<file path="src/rtl/sd_pkg.sv">
// sd_pkg: shared types and defaults for the sigma-delta sweep path.
// Keeps the modulator and its sweep controller agreeing on widths.
package sd_pkg;

   localparam int SD_BITWIDTH = 32;

   typedef enum logic [1:0] {
      ST_IDLE,
      ST_SETTLE,
      ST_RUN,
      ST_DONE
   } sd_sweep_state_t;

endpackage

</file>
<file path="src/rtl/sd_dwell_counter.sv">
// sd_dwell_counter: loadable down-counter, tc_o high on the last count.
// Load wins over decrement; the count parks at zero when exhausted.
module sd_dwell_counter #(
   parameter int W = 16
) (
   input  logic         clk_i,
   input  logic         reset_i,
   input  logic         load_i,
   input  logic [W-1:0] load_val_i,
   input  logic         en_i,
   output logic         tc_o
);

   logic [W-1:0] cnt_q, cnt_d;

   // next count: reload, else decrement while enabled and non-zero
   always_comb begin
      cnt_d = cnt_q;
      if (load_i)
         cnt_d = load_val_i;
      else if (en_i && cnt_q != '0)
         cnt_d = cnt_q - W'(1);
   end

   // count register
   always_ff @(posedge clk_i) begin
      if (reset_i)
         cnt_q <= '0;
      else
         cnt_q <= cnt_d;
   end

   assign tc_o = (cnt_q == W'(1));

endmodule

</file>
<file path="src/rtl/sd_sweep_ctrl.sv">
// sd_sweep_ctrl: settles the modulator in reset, then steps kin through
// kstart + i*kstep, dwelling a fixed number of cycles per tone.
module sd_sweep_ctrl
   import sd_pkg::*;
#(
   parameter int BITWIDTH      = SD_BITWIDTH,
   parameter int CNTW          = 16,
   parameter int SETTLE_CYCLES = 4
) (
   input  logic                clk,
   input  logic                reset,
   input  logic                cfg_valid,
   output logic                cfg_ready,
   input  logic [BITWIDTH-1:0] cfg_kstart,
   input  logic [BITWIDTH-1:0] cfg_kstep,
   input  logic [CNTW-1:0]     cfg_nsteps,
   input  logic [CNTW-1:0]     cfg_dwell,
   input  logic                abort,
   output logic [BITWIDTH-1:0] kin,
   output logic                sd_reset,
   output logic                busy,
   output logic                done,
   output logic [CNTW-1:0]     step_idx
);

   sd_sweep_state_t state_q, state_d;

   logic [BITWIDTH-1:0] kin_q, kin_d;
   logic [BITWIDTH-1:0] kstep_q, kstep_d;
   logic [CNTW-1:0]     nsteps_q, nsteps_d;
   logic [CNTW-1:0]     dwell_q, dwell_d;
   logic [CNTW-1:0]     step_q, step_d;
   logic                sdr_q, sdr_d;
   logic                rdy_q, rdy_d;
   logic                busy_q, busy_d;
   logic                done_q, done_d;

   logic set_ld, set_tc;
   logic dw_ld, dw_tc;

   sd_dwell_counter #(.W(CNTW)) u_settle (
      .clk_i      (clk),
      .reset_i    (reset),
      .load_i     (set_ld),
      .load_val_i (CNTW'(SETTLE_CYCLES)),
      .en_i       (state_q == ST_SETTLE),
      .tc_o       (set_tc)
   );

   sd_dwell_counter #(.W(CNTW)) u_dwell (
      .clk_i      (clk),
      .reset_i    (reset),
      .load_i     (dw_ld),
      .load_val_i (dwell_q),
      .en_i       (state_q == ST_RUN),
      .tc_o       (dw_tc)
   );

   // sweep FSM: next state and next values of every registered output
   always_comb begin
      state_d  = state_q;
      kin_d    = kin_q;
      kstep_d  = kstep_q;
      nsteps_d = nsteps_q;
      dwell_d  = dwell_q;
      step_d   = step_q;
      sdr_d    = sdr_q;
      rdy_d    = rdy_q;
      busy_d   = busy_q;
      done_d   = 1'b0;
      set_ld   = 1'b0;
      dw_ld    = 1'b0;
      unique case (state_q)
         ST_IDLE: begin
            if (cfg_valid && rdy_q) begin
               kstep_d  = cfg_kstep;
               nsteps_d = (cfg_nsteps == '0) ? CNTW'(1) : cfg_nsteps;
               dwell_d  = (cfg_dwell == '0) ? CNTW'(1) : cfg_dwell;
               kin_d    = cfg_kstart;
               step_d   = '0;
               set_ld   = 1'b1;
               sdr_d    = 1'b1;
               rdy_d    = 1'b0;
               busy_d   = 1'b1;
               state_d  = ST_SETTLE;
            end
         end
         ST_SETTLE, ST_RUN: begin
            if (abort) begin
               kin_d   = '0;
               step_d  = '0;
               sdr_d   = 1'b1;
               rdy_d   = 1'b1;
               busy_d  = 1'b0;
               state_d = ST_IDLE;
            end else if (state_q == ST_SETTLE) begin
               if (set_tc) begin
                  dw_ld   = 1'b1;
                  sdr_d   = 1'b0;
                  state_d = ST_RUN;
               end
            end else if (dw_tc) begin
               if (step_q == nsteps_q - CNTW'(1)) begin
                  kin_d   = '0;
                  sdr_d   = 1'b1;
                  busy_d  = 1'b0;
                  done_d  = 1'b1;
                  state_d = ST_DONE;
               end else begin
                  kin_d  = kin_q + kstep_q;
                  step_d = step_q + CNTW'(1);
                  dw_ld  = 1'b1;
               end
            end
         end
         ST_DONE: begin
            rdy_d   = 1'b1;
            state_d = ST_IDLE;
         end
      endcase
   end

   // state and output registers
   always_ff @(posedge clk) begin
      if (reset) begin
         state_q  <= ST_IDLE;
         kin_q    <= '0;
         kstep_q  <= '0;
         nsteps_q <= CNTW'(1);
         dwell_q  <= CNTW'(1);
         step_q   <= '0;
         sdr_q    <= 1'b1;
         rdy_q    <= 1'b1;
         busy_q   <= 1'b0;
         done_q   <= 1'b0;
      end else begin
         state_q  <= state_d;
         kin_q    <= kin_d;
         kstep_q  <= kstep_d;
         nsteps_q <= nsteps_d;
         dwell_q  <= dwell_d;
         step_q   <= step_d;
         sdr_q    <= sdr_d;
         rdy_q    <= rdy_d;
         busy_q   <= busy_d;
         done_q   <= done_d;
      end
   end

   assign kin       = kin_q;
   assign sd_reset  = sdr_q;
   assign cfg_ready = rdy_q;
   assign busy      = busy_q;
   assign done      = done_q;
   assign step_idx  = step_q;

endmodule

</file>
<file path="config.mk">
export PLATFORM = sky130hd
export DESIGN_NAME = sd_sweep_ctrl
export DESIGN_NICKNAME = d
export VERILOG_FILES = /design/src/rtl/sd_pkg.sv /design/src/rtl/sd_dwell_counter.sv /design/src/rtl/sd_sweep_ctrl.sv
export SDC_FILE = /design/constraint.sdc
export NUM_CORES = 1
export LEC_CHECK = 0
export ABC_AREA = 0
export CORE_ASPECT_RATIO = 1.4
export CORE_MARGIN = 5
export CORE_UTILIZATION = 44
export CTS_CLUSTER_DIAMETER = 80
export DETAILED_ROUTE_END_ITERATION = 10
export PLACE_DENSITY = 0.68
export SYNTH_ARGS = -nofsm -noshare
export SYNTH_HDL_FRONTEND = slang
export SYNTH_HIERARCHICAL = 1
export SYNTH_SLANG_ARGS = --single-unit
</file>
<file path="constraint.sdc">
create_clock -name clk -period 4.1 [get_ports clk]
set_input_delay 1.025 -clock clk [delete_from_list [all_inputs] [get_ports clk]]
set_output_delay 1.025 -clock clk [all_outputs]
set_load 0.03 [all_outputs]
</file>
==> load_flow_metrics.sql <==
INSERT INTO impl_metrics (metric_group, metric, value, unit) VALUES
('setup_path', 'critical_path.slowest_cell', 'sky130_fd_sc_hd__or3b_2', ''),
('pwr', 'power_report.internal_total', '0.003765', 'W'),
('die', 'initial_utilization', '44.40', '%'),
('routing', 'routed_wire_length_per_instance', '17.05', 'um'),
('final_layout', 'drive_above_1_share', '6.697', '%'),
('pwr', 'p_leak', '4.392', 'nW'),
('yosys', 'synth-seq-area-share', '33.02', '%'),
('clock_network', 'cts_clk_pin_slew_worst_paths', '60', 'ps'),
('timing', 'finClkSkew', '11.41', 'ps'),
('pwr', 'p_sw', '0.002818', 'W'),
('global_routing', 'globalRoute.totalOverflow', '0', ''),
('clock_network', 'cts_inserted_buffers', '17', ''),
('final_layout', 'antenna_cells', '0', ''),
('yosys', 'mappedNetlistArea', '9094', 'um^2'),
('clock_network', 'clock_path_buffers', '2', ''),
('clock_network', 'clock_tree.root_cell', 'sky130_fd_sc_hd__clkbuf_16', ''),
('final_layout', 'seqCellArea', '3003', 'um^2'),
('outcome', 'status', 'complete, no violations', ''),
('setup_path', 'rrSetupSlack', '270', 'ps'),
('global_routing', 'first_global_vias', '9049', ''),
('pwr', 'peakVddDrop', '0.0004633', 'V'),
('final_layout', 'leading_cell_types_in_the_layout_fill_and_taps_excluded', 'sky130_fd_sc_hd__nand2_1, sky130_fd_sc_hd__dfxtp_1, sky130_fd_sc_hd__clkdlybuf4s50_1, sky130_fd_sc_hd__a21oi_1, sky130_fd_sc_hd__nor2_1', ''),
('yosys', 'post_synth_num_cell_types', '85', ''),
('setup_path', 'worstReg2RegStart', 'nsteps_q[0]', ''),
('final_layout', 'nFillCells', '1979', ''),
('final_layout', 'syn_to_final_growth', '24.90', '%'),
('routing', 'number_of_optimization_iterations_in_the_first_detailed_route_pass', '5', ''),
('flow_run', 'maxCapViolations', '0', ''),
('setup_path', 'worst_ep_required_time', '4430', 'ps'),
('setup_path', 'r2r_end', 'u_dwell/cnt_q[12]', ''),
('timing', 'setup_ws', '265.5', 'ps'),
('yosys', 'ys_seq_elements', '150', ''),
('die', 'die-height', '180.1', 'um'),
('die', 'design.portCount', '152', ''),
('global_routing', 'grt_pass1_wl', '44420', 'um'),
('setup_path', 'critPathArrivalTime', '4160', 'ps'),
('pwr', 'share_seq_of_total_power', '31.4', '%'),
('place', 'gp_congestion', '0.9404', ''),
('clock_network', 'postCtsHoldBufs', '0', ''),
('clock_network', 'cts_sinks', '150', ''),
('final_layout', 'total_area_of_multi_input_combinational_cells', '5720', 'um^2'),
('hold_path', 'whs_path_depth', '2', ''),
('setup_path', 'critical_path_class', 'flop to flop', ''),
('yosys', 'syn-mean-instance-area', '7.792', 'um^2'),
('timing', 'final.period_utilization', '93.52', '%'),
('routing', 'detailedRoute.firstIterationViolations', '608', ''),
('hold_path', 'min-delay-start', 'dwell_q[1]', ''),
('routing', 'vias', '9098', ''),
('setup_path', 'cp_cell_sequence', 'inv_1 > ha_1 > or3b_2 > or3_2 > a21o_1 > a2111oi_2 > and4_1 > nor3_1 > a21oi_1 > nor2_2 > inv_1 > buf_4 > nor2_1 > a211oi_1', ''),
('routing', 'routed_wirelength', '26760', 'um'),
('timing', 'number_of_hold_slack_violations_in_the_final_timing_report', '0', ''),
('clock_network', 'tritoncts_clock_tree', 'built', ''),
('hold_path', 'hold_path_class', 'flop to flop', ''),
('yosys', 'synth-edff-count', '0', ''),
('timing', 'worst_slew_pin_slew', '816.3', 'ps'),
('yosys', 'synth_flop_cell', 'sky130_fd_sc_hd__dfxtp_1', ''),
('timing', 'achievable-frequency', '260.8', 'MHz'),
('setup_path', 'crit_family', 'simple AND/OR/NAND/NOR gates', ''),
('clock_network', 'h-tree-depth', '4', ''),
('yosys', 'async_flop_share', '0', '%'),
('setup_path', 'cp.buffers_inverters', '3', ''),
('global_routing', 'antenna_found_initial', '0', ''),
('timing', 'final-max-slew-violation-count', '0', ''),
('place', 'post-place-ws', '62.93', 'ps'),
('clock_network', 'clk_latency', '430', 'ps'),
('timing', 'setup_tns', '0', 'ps'),
('timing', 'timing.final.setup_violations', '0', ''),
('setup_path', 'ff2ff_path_depth', '14', ''),
('final_layout', 'final_common_cell', 'sky130_fd_sc_hd__nand2_1', ''),
('global_routing', 'largest_net_degree_at_the_start_of_global_routing', '72', ''),
('pwr', 'power.share.switching', '42.81', '%');
==> tightest hold or removal path: cells and delay by family (launching register included) <==
kind	cells	cell delay, ps
AOI/OAI and AO/OA	1	50
and+or+nand+nor	1	50
DFF	1	310
==> synth_stat cells, types with 7 or more instances <==
cell type / count / area [um^2]
sky130_fd_sc_hd__a2111oi_0: 10 / 87.58
sky130_fd_sc_hd__a211o_1: 7 / 61.31
sky130_fd_sc_hd__a211oi_1: 18 / 135.1
sky130_fd_sc_hd__a21o_1: 16 / 120.1
sky130_fd_sc_hd__a21oi_1: 129 / 645.6
sky130_fd_sc_hd__a221oi_1: 25 / 219.0
sky130_fd_sc_hd__a311oi_1: 16 / 140.1
sky130_fd_sc_hd__a31o_2: 7 / 61.31
sky130_fd_sc_hd__and3_1: 17 / 106.4
sky130_fd_sc_hd__clkbuf_1: 48 / 180.2
sky130_fd_sc_hd__dfxtp_1: 150 / 3003
sky130_fd_sc_hd__ha_1: 45 / 563.0
sky130_fd_sc_hd__inv_1: 34 / 127.6
sky130_fd_sc_hd__nand2_1: 180 / 675.7
sky130_fd_sc_hd__nand3_1: 20 / 100.1
sky130_fd_sc_hd__nand4_1: 15 / 93.84
sky130_fd_sc_hd__nor2_1: 99 / 371.6
sky130_fd_sc_hd__nor3_1: 51 / 255.2
sky130_fd_sc_hd__nor3b_1: 7 / 52.55
sky130_fd_sc_hd__nor4_1: 20 / 125.1
sky130_fd_sc_hd__o211ai_1: 9 / 67.56
sky130_fd_sc_hd__o21a_1: 7 / 52.55
sky130_fd_sc_hd__o21ai_0: 37 / 185.2
sky130_fd_sc_hd__o31ai_1: 7 / 52.55
sky130_fd_sc_hd__or3_1: 9 / 56.30
sky130_fd_sc_hd__or4_1: 12 / 90.09
sky130_fd_sc_hd__xnor2_1: 24 / 210.2
sky130_fd_sc_hd__xor2_1: 21 / 183.9
==> how the worst max path moves through the flow <==
stage                      from                end  slack (ps)  depth (start not counted)
finish              nsteps_q[0]  u_dwell/cnt_q[12]         270                         14
CTS                 nsteps_q[0]  u_dwell/cnt_q[11]          60                         14
global route        nsteps_q[0]   u_dwell/cnt_q[3]           7                         14
detailed placement  nsteps_q[0]  u_dwell/cnt_q[11]          60                         14
global placement    nsteps_q[0]   u_dwell/cnt_q[3]         260                         14
floorplan           nsteps_q[0]   u_dwell/cnt_q[0]         450                         16
==> metrics by stage <==
stage          total power (W)  area (um^2)  util [%]  hold WS (ps)  cells
3_3_place_gp          0.005080        10800     52.76         444.3   1538
5_1_grt               0.007047        11360     55.46         478.3   1570
4_1_cts               0.006606        11350     55.42         461.6   1570
3_5_place_dp          0.005119        10800     52.76         451.1   1538
2_1_floorplan         0.004170         9146         -         436.3   1181
6_report              0.006584        11360     55.46         457.6   1570
==> metal layers <==
metal,vias up,GRT usage [%],wire length (um)
met4,0,7.163,597
li1,4541,-,-
met2,246,39.71,13610
met3,39,4.134,1096
met5,-,0,0
met1,4272,26.79,11460
==> power by group through the flow <==
| stage | clock network, W | registers, W | logic [W] |
|---|---|---|---|
| 2_1_floorplan | 0 | 0.00227 | 0.00190 |
| 3_3_place_gp | 0 | 0.00209 | 0.00299 |
| 3_5_place_dp | 0 | 0.00209 | 0.00303 |
| 4_1_cts | 0.00149 | 0.00207 | 0.00304 |
| 5_1_grt | 0.00156 | 0.00212 | 0.00337 |
| 6_report | 0.00146 | 0.00207 | 0.00305 |
==> state kept, by name (all words and copies together) (netlist names) <==
register	flops
busy	1
cfg_ready	1
done	1
dwell_q	16
kin	32
kstep_q	32
nsteps_q	16
sd_reset	1
state_q	2
step_idx	16
u_dwell/cnt_q	16
u_settle/cnt_q	16
==> kinds of logic (layout without fill, tap and decap cells) <==
group,Yosys count,count (layout),share of synthesized area [%]
xor+xnor,45,45,4.334
fa+ha+maj,46,46,6.412
simple gates,476,476,25.59
buf+inv,101,234,4.857
compound gates,342,342,25.12
other cells,2,16,0.08258
flops,150,150,33.02
mux,5,5,0.5779
==> cell type report <==
cell class,instances,share of cell area [%]
multi-input cells,930,50.36
flip-flops and latches,150,26.44
repair buffers,166,14.39
clock buffers,17,3.745
well taps,256,2.820
inverters,36,1.190
clock inverters,15,1.057
(Power assumes the default switching activity.)
